`src/rtl/gpio_ahbl_regs.sv`:
```
// gpio_ahbl_regs: AHB-Lite register block in front of the gpio CDC stage.
// Output levels, sticky edge status with W1C, irq enables, registered irq.
module gpio_ahbl_regs #(
  parameter int OUTPUT_IO = 8,
  parameter int INPUT_IO  = 8,
  parameter logic [OUTPUT_IO-1:0] OUT_RESET = '0
) (
  input  logic                 clk,
  input  logic                 resetn,
  input  logic                 hsel,
  input  logic [31:0]          haddr,
  input  logic [1:0]           htrans,
  input  logic                 hwrite,
  input  logic [2:0]           hsize,
  input  logic [31:0]          hwdata,
  input  logic                 hready,
  output logic                 hreadyout,
  output logic                 hresp,
  output logic [31:0]          hrdata,
  input  logic [INPUT_IO-1:0]  gpio_input_io,
  output logic [INPUT_IO-1:0]  gpio_clear_input_io,
  output logic [OUTPUT_IO-1:0] gpio_output_io,
  output logic                 irq
);

  localparam logic [2:0] A_OUT  = 3'd0;
  localparam logic [2:0] A_IN   = 3'd1;
  localparam logic [2:0] A_RISE = 3'd2;
  localparam logic [2:0] A_FALL = 3'd3;
  localparam logic [2:0] A_EN   = 3'd4;
  localparam logic [2:0] A_SET  = 3'd5;
  localparam logic [2:0] A_CLR  = 3'd6;

  logic                 acc;
  logic                 dp_valid;
  logic                 dp_write;
  logic [2:0]           dp_addr;
  logic                 wr;
  logic                 wr_out;
  logic                 wr_set;
  logic                 wr_clr;
  logic                 wr_en;
  logic [OUTPUT_IO-1:0] wdo;
  logic [INPUT_IO-1:0]  wdi;
  logic [INPUT_IO-1:0]  w1c_r;
  logic [INPUT_IO-1:0]  w1c_f;
  logic [OUTPUT_IO-1:0] out_q;
  logic [OUTPUT_IO-1:0] out_d;
  logic [INPUT_IO-1:0]  prev_q;
  logic [INPUT_IO-1:0]  rise_q;
  logic [INPUT_IO-1:0]  fall_q;
  logic [INPUT_IO-1:0]  en_q;
  logic [INPUT_IO-1:0]  clr_q;
  logic [INPUT_IO-1:0]  rise_evt;
  logic [INPUT_IO-1:0]  fall_evt;
  logic                 irq_q;
  logic [31:0]          rd;
  logic                 unused;

  assign unused = ^{hsize, haddr[31:5], haddr[1:0],
                    htrans[0], hwdata};

  assign hreadyout = 1'b1;
  assign hresp     = 1'b0;

  assign acc    = hsel & hready & htrans[1];
  assign wr     = dp_valid & dp_write;
  assign wr_out = wr & (dp_addr == A_OUT);
  assign wr_set = wr & (dp_addr == A_SET);
  assign wr_clr = wr & (dp_addr == A_CLR);
  assign wr_en  = wr & (dp_addr == A_EN);
  assign wdo    = hwdata[OUTPUT_IO-1:0];
  assign wdi    = hwdata[INPUT_IO-1:0];
  assign w1c_r  = (wr && dp_addr == A_RISE) ? wdi : '0;
  assign w1c_f  = (wr && dp_addr == A_FALL) ? wdi : '0;

  assign rise_evt = gpio_input_io & ~prev_q;
  assign fall_evt = ~gpio_input_io & prev_q;

  assign gpio_output_io      = out_q;
  assign gpio_clear_input_io = clr_q;
  assign irq                 = irq_q;
  assign hrdata              = rd;

  // Capture the address phase for the following data phase.
  always_ff @(posedge clk or negedge resetn) begin
    if (!resetn) begin
      dp_valid <= 1'b0;
      dp_write <= 1'b0;
      dp_addr  <= '0;
    end else if (hready) begin
      dp_valid <= acc;
      dp_write <= hwrite;
      dp_addr  <= haddr[4:2];
    end
  end

  // Next OUT value from plain, set and clear writes.
  always_comb begin
    out_d = out_q;
    unique case (1'b1)
      wr_out:  out_d = wdo;
      wr_set:  out_d = out_q | wdo;
      wr_clr:  out_d = out_q & ~wdo;
      default: out_d = out_q;
    endcase
  end

  // Register state; edge events beat a same-cycle W1C.
  always_ff @(posedge clk or negedge resetn) begin
    if (!resetn) begin
      out_q  <= OUT_RESET;
      prev_q <= '0;
      rise_q <= '0;
      fall_q <= '0;
      en_q   <= '0;
      clr_q  <= '0;
      irq_q  <= 1'b0;
    end else begin
      out_q  <= out_d;
      prev_q <= gpio_input_io;
      rise_q <= (rise_q & ~w1c_r) | rise_evt;
      fall_q <= (fall_q & ~w1c_f) | fall_evt;
      if (wr_en) en_q <= wdi;
      clr_q  <= w1c_r | w1c_f;
      irq_q  <= |((rise_q | fall_q) & en_q);
    end
  end

  // Read mux, zero outside a read data phase.
  always_comb begin
    rd = '0;
    if (dp_valid && !dp_write) begin
      case (dp_addr)
        A_OUT:   rd[OUTPUT_IO-1:0] = out_q;
        A_IN:    rd[INPUT_IO-1:0]  = gpio_input_io;
        A_RISE:  rd[INPUT_IO-1:0]  = rise_q;
        A_FALL:  rd[INPUT_IO-1:0]  = fall_q;
        A_EN:    rd[INPUT_IO-1:0]  = en_q;
        default: rd = '0;
      endcase
    end
  end

endmodule

```
`config.mk`:
```
export PLATFORM = sky130hd
export DESIGN_NAME = gpio_ahbl_regs
export DESIGN_NICKNAME = d
export VERILOG_FILES = /design/src/rtl/gpio_ahbl_regs.sv
export SDC_FILE = /design/constraint.sdc
export NUM_CORES = 1
export LEC_CHECK = 0
export ABC_CLOCK_PERIOD_IN_PS = 2900
export CELL_PAD_IN_SITES_DETAIL_PLACEMENT = 0
export CELL_PAD_IN_SITES_GLOBAL_PLACEMENT = 1
export CORE_UTILIZATION = 51
export CTS_BUF_LIST = sky130_fd_sc_hd__clkbuf_8
export CTS_CLUSTER_SIZE = 30
export DETAILED_ROUTE_END_ITERATION = 16
export DONT_BUFFER_PORTS = 1
export GPL_TIMING_DRIVEN = 0
export PLACE_DENSITY_LB_ADDON = 0.1
export SLEW_MARGIN = 15
export SYNTH_ARGS = -nofsm -noshare
export SYNTH_HDL_FRONTEND = slang
export SYNTH_SLANG_ARGS = --single-unit
```
`constraint.sdc`:
```
create_clock -name clk -period 2.9 [get_ports clk]
set_input_delay 0.435 -clock clk [delete_from_list [all_inputs] [get_ports clk]]
set_output_delay 0.435 -clock clk [all_outputs]
set_load 0.03 [all_outputs]
```
# --- Word-level counts from Yosys, hierarchy flattened ---
# Cells that the tools add are included.
totals:
  out_inout_bits: 51
  elab_cells: 51
  input_bits: 82
  register_bits: 54
op_classes:
  eq_ne: 6
  n_reduce_logical: 7
  n_mux: 5
  bitwise: 23
op_table:
  columns: ["operator", "n"]
  rows:
  - ["AND 8 bit", 6]
  - ["NOT 8 bit", 5]
  - ["bitwise OR 8 bit", 5]
  - ["case mux 8 bit (5 select lines)", 1]
  - ["two-way mux 8 bit", 3]
  - ["case mux 8 bit (3 select lines)", 1]
  - ["equality test 3 bit (second input constant)", 3]
  - ["OR reduction 8 bit", 1]
  - ["AND 1 bit", 7]
  - ["equality test 3 x 2 -> 1 bit (second input constant)", 2]
  - ["equality test 3 x 1 -> 1 bit (second input constant)", 1]
  - ["logical AND 1 bit", 3]
  - ["zero test 3 bit", 1]
  - ["nonzero test 3 bit", 1]
  - ["zero test 1 bit", 1]

# --- Depth between registers and ports, before layout ---
logic_depth:
  depth_word: 6
  ltp_mapped: 6
  mapped_depth_nobuf: 4

# --- Worst setup path after synthesis ---
# OpenSTA, ideal clock, no wires.
synth_timing:
  kind: "register to output"
  from: "register dp_addr[1]"
  to: "output hrdata[0]"
  path_slack_ns: 0.713
  arrival_ns: 1.752
  required_ns: 2.465
  path_buffers: 2
  stages_incl_launch_ff: 6
  path_cell_list: "dfrtp_1 > buf_6 > buf_8 > nor3_1 > a21oi_1 > a21oi_1"
synth_via:
  elab_chain_len: 3
  word_cells_on_any_way: 7
  classes_between: "eq/ne: 4; mux: 2; reduce/logical: 1"
synth_lines:
  columns: ["element", "line_no", "rtl"]
  rows:
  - ["from (decl)", "37", "logic [2:0] dp_addr;"]
  - ["from (signal assigned)", "94", "dp_addr <= haddr[4:2];"]
  - ["equality test 3 bit (tied with other cells)", "134", "case (dp_addr)"]
  - ["case mux 8 bit (5 select lines) (*)", "134", null]
  - ["two-way mux 8 bit (*)", "133", "if (dp_valid && !dp_write) begin"]
  - ["to (decl)", "19", "output logic [31:0] hrdata,"]
# Mark *: on every way between the ends. The rest lies on a longest branch, timed or not.

# --- Worst setup path after layout ---
layout_timing:
  from: "register dp_addr[1]"
  to: "output hrdata[2]"
# Same word-level chain as after synthesis.

==> metrics <==
outcome complete, no violations; Max clock buf depth 2; clock root buffer clkbuf_8; Setup WS pre-CTS roughly 170 ps; Synth Cell Area roughly 2700 um^2; gr usage total roughly a quarter; WP data required 2470 ps; setup repair bufs after CTS 0; Power Dens Cells roughly 560 nW/um^2; YS warnings 0; RSZ-0062 raised after global routing no; Buffers & Inverters on Critical Path 2; final hold violation count 0; clk_skew 7.91 ps; Final Non-Filler Cells 372; critical path fanouts, max 10; Hold WS between 100 and 150 ps; Sequential Area 1350 um^2; Worst Tran Pin Value 704 ps; Multi-input gate area approximately 1200 um^2; Worst Path Arrival 2240 ps; via count 2056; average cell area after synthesis about 10 um^2; Iteration-0 DRC Markers 78; CP endpoint kind output pin; initial antenna violation count 0; CTS buffer count 5; crit-path max cell delay around 580 ps; TritonCTS clock tree yes; Worst slew margin between 50% and 60%; Syn Inst Count 269; Routed WL approximately 6400 um; Seq/Total Area, Yosys 49.5%; drt first pass iters 4; clk slew on worst S/H paths ~100 ps; wl on met1 roughly 2800 um; # DRC 0; Met2 Wirelength ~3100 um; nets@finish approximately 380; FF+latch count, synth 54; crit path launch type register; FF-to-FF Start dp_addr[0]$_DFFE_PN0P_; Die H ~75 um; largest net degree at the start of global routing 55; setup_tns 0 ps; core area 5140 um^2; layout cells sized above 1 a little under a fifth; min Tclk post-route about 2700 ps; I/O Pins between 100 and 150; MaxCap Viol Count 0; highest metal used met4; Achievable Freq 0.373 GHz; fillers 475; PortBufs 0; Final Cycle Share between 90 and 100%; hold crit path type in -> reg; Starting Density a little over half; antenna viol nets, final 0; critical path class reg -> out; setup violators final 0; vias in the first global route between 1500 and 2000; Cell Chain, Critical Path buf_6 -> buf_8 -> nor3_2 -> a21oi_1 -> a21oi_1; DR WL/cell between 15 and 20 um; Largest delay share family, worst path compound AO/OA/AOI/OAI gates; DP Cell Count between 300 and 400; worst skew pair latency around 310 ps; post-DR vias/cell approximately 5.5; final worst slack 221 ps; Util after Layout around three fifths; Netlist cell types 37; H-tree Lvls 2; CP Launch Point dp_addr[1]$_DFFE_PN0P_; total grt overflow 0; Worst path most repeated cell a21oi_1; P&R area growth vs syn 12.2%; Rows 26; Routability Congestion 0.756; Final Max Slew Viols 0; first-pass GRT wire length between 9000 and 10000 um; Leak approximately 1.4 nW; hold_sp gpio_input_io[1]; die area between 5000 and 6000 um^2; VDD IR max about 330 uV; Crit-path slowest cell a21oi_1; Num Clock Sinks 54; Detailed Place HPWL between 4000 and 5000 um; metal3 WL around 400 um; die width roughly 75 um; # diodes 0
## logic make-up after synthesis
family          Yosys count  synth area share, %
compound gates           79                 19.1
buf+inv                  49                 11.5
flops                    54                 49.5
mux                      17                 6.69
other cells               2                0.275
simple gates             68                 12.9
## placed cells by master, fill, tap and decap left out, types with 5 or more instances in the layout
cell	n
nor2_1	10
a22o_1	8
and3_1	9
inv_1	12
o2bb2ai_1	8
o21ai_0	14
a22oi_1	7
clkbuf_1	5
conb_1	26
buf_4	27
mux2i_1	7
o22ai_1	8
nand2_1	34
a221oi_1	7
mux2_2	10
dfrtp_1	54
clkbuf_8	5
a21oi_1	23
## state kept, by name (all words and copies together) (netlist names)
register	cells
dp_addr	3
gpio_clear_input_io	8
irq	1
gpio_output_io	8
dp_valid	1
fall_q	8
prev_q	8
en_q	8
dp_write	1
rise_q	8
## cell usage after synthesis, drive strengths merged
| master | number | share of area, % |
|---|---|---|
| a2bb2oi | 1 | 0.32 |
| o21ai | 14 | 2.6 |
| nand3 | 1 | 0.18 |
| clkbuf | 5 | 0.69 |
| nor2b | 1 | 0.23 |
| and4b | 1 | 0.37 |
| o22ai | 8 | 1.8 |
| a22o | 8 | 2.6 |
| a32oi | 1 | 0.32 |
| o2bb2ai | 8 | 2.6 |
| conb | 2 | 0.28 |
| and3b | 1 | 0.32 |
| nor4 | 1 | 0.78 |
| nand2 | 35 | 4.9 |
| buf | 32 | 9.2 |
| a21oi | 23 | 4.2 |
| or2 | 1 | 0.23 |
| nand3b | 1 | 0.28 |
| nor3 | 3 | 0.96 |
| and3 | 9 | 2.1 |
| inv | 12 | 1.7 |
| o211ai | 1 | 0.28 |
| nor2 | 10 | 1.4 |
| a22oi | 7 | 1.9 |
| nand4 | 2 | 0.46 |
| mux2 | 10 | 4.1 |
| or2b | 1 | 0.28 |
| nor3b | 1 | 0.46 |
| a21boi | 1 | 0.28 |
| a221oi | 7 | 2.2 |
| mux2i | 7 | 2.6 |
| dfrtp | 54 | 50 |
## routing by layer
layer | GRT usage, % | vias to the layer above
li1 | - | 977
met1 | 33.0 | 1009
met2 | 39.8 | 65
met3 | 4.42 | 5
met4 | 6.79 | 0
met5 | 0 | -
## area by class of cell
type	count	share of cell area (%)
sequential	54	44.1
multi-input combinational	190	38.0
buffer	37	8.79
tap	70	2.86
clock buffer	5	2.25
inverter	12	1.47
clock inverter	2	1.27
timing repair buffer	2	1.23
## report_power, final
part           leakage [nW]  internal, W  switching [W]
sequential            0.629     0.000818      0.0000758
combinational         0.701     0.000134       0.000190
clock                0.0542     0.000254       0.000246
## metrics by stage
step	total power, W	instance area, um^2
after floorplan	0.00115	2820
after global placement	0.00120	2910
after detailed placement	0.00121	2910
after CTS	0.00173	3060
after global routing	0.00180	3060
final	0.00172	3060
## worst paths after layout
check / to / slack (ps) / cells after the start
setup reg to reg: rise_q[7]$_DFF_PN0_ / 1000 / 6
max in group asynchronous: dp_valid$_DFFE_PN0P_ / 2020 / 2
hold reg to reg: rise_q[2]$_DFF_PN0_ / 450 / 1
hold / removal: prev_q[1]$_DFF_PN0_ / 140 / 0
min in group asynchronous: fall_q[4]$_DFF_PN0_ / 640 / 2
setup / recovery: hrdata[2] / 220 / 5
## timing repair
action                                 in CTS  in global routing
setup endpoints to repair                   8                  0
endpoints found under the hold margin      54                  0
resized for setup                           2                  0
hold buffers                                2                  0
(Power assumes the default switching activity.)
==> patch 1, RTL diff (same settings) <==
`OUTPUT_IO`: 8 -> 10.
--- a/src/rtl/gpio_ahbl_regs.sv
+++ b/src/rtl/gpio_ahbl_regs.sv
@@ -3,3 +3,3 @@
 module gpio_ahbl_regs #(
-  parameter int OUTPUT_IO = 8,
+  parameter int OUTPUT_IO = 10,
   parameter int INPUT_IO  = 8,
Ports: changed (resized gpio_output_io); port bits go from 133 to 135. No check against the original RTL was run, so the function may have changed too.
==> patch 1 against the original RTL <==
- sequential share of layout area down 0.51 points
- setup slack worse by 0.073 ns
- critical path depth increased by 1
- largest cell class unchanged
- area after synthesis increased by 4.7%
- sequential cell count is 2 higher
- critical path type unchanged
- via count grew 7.1%
- routed wire length rose by 13%
- total power up 8.5%
- cell area up 4.9%
==> patch 1: results (changes against the original RTL) <==
metric	value	unit	change
CTS root buf	clkbuf_8		
wire length on met2	3530	um	+13%
Fin Clk Skew	0.00781	ns	-0.0000961 ns
met2 usage	0.416		+0.0177
Crit-path slowest cell	a21oi_1		
routed wire length per instance	19.1	um	+11%
Pre-antenna DRT Iters	4		unchanged
number of nets in the layout	391		+1.8%
DP HPWL	4980	um	+15%
initial drt markers	172		+120%
slowest cell delay on critical path	0.57	ns	
clock transition at the registers of the reported paths	0.10	ns	about the same
GP Congestion	0.772		+2.1%
Max VDD drop	0.426	mV	+30%
part of the Yosys area used for sequential elements	0.491		-0.00460
Crit Path Max Fanout	10		unchanged
PostCTS Resize Cnt	1		-1
global-route met1 utilization	0.330		+0.000607
Worst Path Arrival	2.32	ns	+0.08 ns
first-pass GRT wire length	11600	um	+19%
Synth area leaders	dfrtp_1 (49%), buf_4 (7.1%), a22oi_1 (6.6%)		
highest routed layer	met4		
met3 usage	0.0798		+0.0356
hold path start	gpio_input_io[6]		
H-tree Lvls	2		unchanged
Synth cell types	33		-11%
leakage power total	0.00145	uW	+4.5%
Slew @ Worst Pin	0.683	ns	-0.0215 ns
status	complete, no violations		
layout cells sized above 1	0.213		+0.0242
most frequent cells after synthesis	dfrtp_1 (56), buf_4 (27), nand3_1 (26)		
GRT Util Overall	0.257		+0.0154
# fillers	444		-6.5%
DR vias	2201		+7.1%
crit path from	dp_addr[2]		
Worst path top cell family by delay	buffers and inverters		
largest net degree at the start of global routing	57		+3.6%
vias in the first global route	2119		+13%
M1 wire length	3080	um	+9.5%
WL met3	547	um	+34%
[patch 1: changes by cell type after synthesis, sizes merged, moves of 7 or more]
| cell | change |
|---|---|
| a21oi | -14 |
| a221oi | -7 |
| a22oi | +18 |
| mux2 | +7 |
| mux2i | -7 |
| nand2 | -20 |
| nand3 | +25 |
| nor2 | -10 |
| o21ai | +8 |
[patch 1: kinds of logic after synthesis]
kind of cell / after synthesis / synth area share
muxes: 17 / 0.0670
and+or+nand+nor: 68 / 0.138
AOI/OAI and AO/OA: 83 / 0.194
other: 2 / 0.00263
DFF: 56 / 0.491
buffers and inverters: 52 / 0.108
[patch 1: final cells by class]
cell class              instances  share of cell area
plain buffers                  40              0.0822
clock buffers                   7              0.0300
clock inverters                 1             0.00935
inverters                      12              0.0140
multi-input cells             192               0.389
flip-flops and latches         56               0.436
well taps                      70              0.0273
repair buffers                  2              0.0117
[patch 1: report_power, final]
part / leakage, uW / switching (uW) / internal (uW)
Sequential: 0.000647 / 93.6 / 852
Combinational: 0.000736 / 218 / 141
Clock: 0.0000645 / 255 / 305
Total: 0.00145 / 566 / 1300
[patch 1: metrics by stage]
step	instance area (sq um)	worst slack, ns	total power, uW	hold WS, ns	cells
after floorplan	2940	0.790	1210	0.139	300
after global placement	3030	0.374	1280	0.141	370
after detailed placement	3030	0.350	1290	0.141	370
after CTS	3190	0.00967	1860	0.130	380
after global routing	3210	0.0295	1940	0.119	380
final	3210	0.148	1860	0.132	380
[patch 1: worst paths after layout]
kind	slack [ns]	cells after the start	to
hold reg to reg	0.45	1	rise_q[4]
hold / removal	0.13	0	prev_q[6]
setup / recovery	0.15	6	hrdata[1]
max in group asynchronous	2.03	2	fall_q[4]
setup reg to reg	1.09	5	rise_q[5]
min in group asynchronous	0.63	2	rise_q[7]
==> patch 2, RTL diff (same settings) <==
Without the edit above. Remove the register `irq_q`: a continuous assignment takes its place, so the output `irq` follows one clock earlier.
--- a/src/rtl/gpio_ahbl_regs.sv
+++ b/src/rtl/gpio_ahbl_regs.sv
@@ -117,3 +117,2 @@
       clr_q  <= '0;
-      irq_q  <= 1'b0;
     end else begin
@@ -125,5 +124,6 @@
       clr_q  <= w1c_r | w1c_f;
-      irq_q  <= |((rise_q | fall_q) & en_q);
     end
   end
+
+  assign irq_q = |((rise_q | fall_q) & en_q);
 
Check against the original RTL: not equivalent (Yosys sat finds a counterexample within 4 cycles, from zero or initial values and one cycle with resetn low).
==> patch 2 against the original RTL <==
- highest routed layer unchanged
- cell area fell by 0.41%
- area after synthesis fell by 0.92%
- clock skew fell by 0.0026 ns
- total power rose by 0.71%
- routed wire length rose by 1.3%
- register-to-register slack got worse by 0.03 ns
- setup slack got worse by 0.080 ns
- largest power group unchanged
- sequential cell count fell by 1
==> patch 2: results (changes against the original RTL) <==
metric	value	unit	change
Main synth FF type	dfrtp_1		
vias in the first global route	1881		+0.11%
DP HPWL	4490	um	+3.7%
vias per cell	5.46		-1.2%
slowest cell delay on critical path	0.69	ns	+0.11 ns
H-tree Lvls	2		unchanged
first-pass GRT wire length	9820	um	+0.78%
initial drt markers	152		+95%
Worst Path Arrival	2.32	ns	+0.08 ns
WL met3	533	um	+30%
Synth async-reset ratio	1.00		unchanged
leakage power total	0.00138	uW	-0.44%
part of the Yosys area used for sequential elements	0.491		-0.00467
Max Buffers Root-to-Sink	2		unchanged
# fillers	468		-1.5%
Crit-path slowest cell	a21oi_1		
latest clock arrival within the worst-skew pair	0.31	ns	about the same
RR Endpoint	rise_q[7]		
GP Congestion	0.760		+0.49%
Final Non-Filler Cells	372		unchanged
number of nets in the layout	383		-0.26%
Crit Path Max Fanout	10		unchanged
synth warn	0		unchanged
Max VDD drop	0.252	mV	-23%
IO buf count	0		unchanged
highest routed layer	met4		
GRT Util Overall	0.246		+0.00406
Synth Instances	268		-0.37%
M1 wire length	2680	um	-4.6%
Slew @ Worst Pin	0.705	ns	+0.000461 ns
layout cells sized above 1	0.192		+0.00331
crit path from	dp_addr[1]		
Synth cell types	37		unchanged
Worst path top cell family by delay	compound AO/OA/AOI/OAI gates		
reg-to-reg slack, setup	0.97	ns	-0.03 ns
most frequent cells after synthesis	dfrtp_1 (53), nand2_1 (34), buf_4 (27)		
Synth area leaders	dfrtp_1 (49%), buf_4 (7.5%), nand2_1 (4.7%)		
placed cells	362		-0.28%
Min Hold Slack	0.143	ns	+0.000173 ns
largest net degree at the start of global routing	54		-1.8%
antenna violations before repair	0		unchanged
routed wire length per instance	17.4	um	+1.3%
ANT cells	0		unchanged
wire length on met2	3220	um	+2.9%
worst hold path type	input port to flip-flop		
Pre-antenna DRT Iters	4		unchanged
clock transition at the registers of the reported paths	0.10	ns	about the same
Worst setup endpoint	hrdata[3]		
status	complete, no violations		
Fin Clk Skew	0.00532	ns	-0.00258 ns
patch 2: cell types whose count changed after synthesis, sizes merged:
cell	before	now
dfrtp	54	53
patch 2: how the worst min path moves through the flow:
stage                                 from          to  cells past startpoint
after floorplan                     resetn  dp_addr[0]                      0
after global placement              resetn   fall_q[7]                      0
after detailed placement            resetn   fall_q[7]                      0
after CTS                 gpio_input_io[3]   prev_q[3]                      0
after global routing      gpio_input_io[4]   prev_q[4]                      0
final                     gpio_input_io[3]   prev_q[3]                      0
patch 2: routing by layer:
metal	GRT usage	vias up
met1	0.319	964
met4	0.0797	0
met2	0.404	77
met3	0.0629	6
met5	0	-
li1	-	984
patch 2: cells by family after synthesis:
kind of cell | count (synthesis) | synth area share
AO/OA/AOI/OAI | 79 | 0.193
buffers and inverters | 49 | 0.116
flip-flops | 53 | 0.491
multiplexers | 17 | 0.0676
other | 2 | 0.00278
AND/OR/NAND/NOR | 68 | 0.130
patch 2: layout make-up:
class	instances	area, sq um	area share
clock inverters	2	37.5	0.0123
multi-input cells	190	1160	0.382
flip-flops and latches	53	1330	0.435
clock buffers	6	82.6	0.0271
well taps	70	87.6	0.0287
repair buffers	2	37.5	0.0123
inverters	12	45.0	0.0148
plain buffers	37	269	0.0882
patch 2: timing repair:
action,4_1_cts,5_1_grt
setup endpoints to repair,8,0
gates resized for setup,2,0
hold buffers,2,0
hold endpoints to repair,53,0
buffers inserted,0,0
patch 2: power breakdown:
part / switching (uW) / total, uW / internal, uW
clock: 245 / 526 / 281
sequential: 65.9 / 866 / 800
combinational: 204 / 338 / 134
patch 2: metrics by stage:
step	setup slack [ns]	area, sq um
floorplan	0.713	2790
global placement	0.198	2880
detailed placement	0.195	2880
CTS	0.181	3050
global route	0.0237	3050
finish	0.141	3050
patch 2: worst register-to-register path: cells and delay by family, from the launching register on:
family | cells | cell delay (ns)
flip-flops | 1 | 0.41
buffers and inverters | 2 | 0.33
AO/OA/AOI/OAI | 1 | 0.17
AND/OR/NAND/NOR | 3 | 0.90
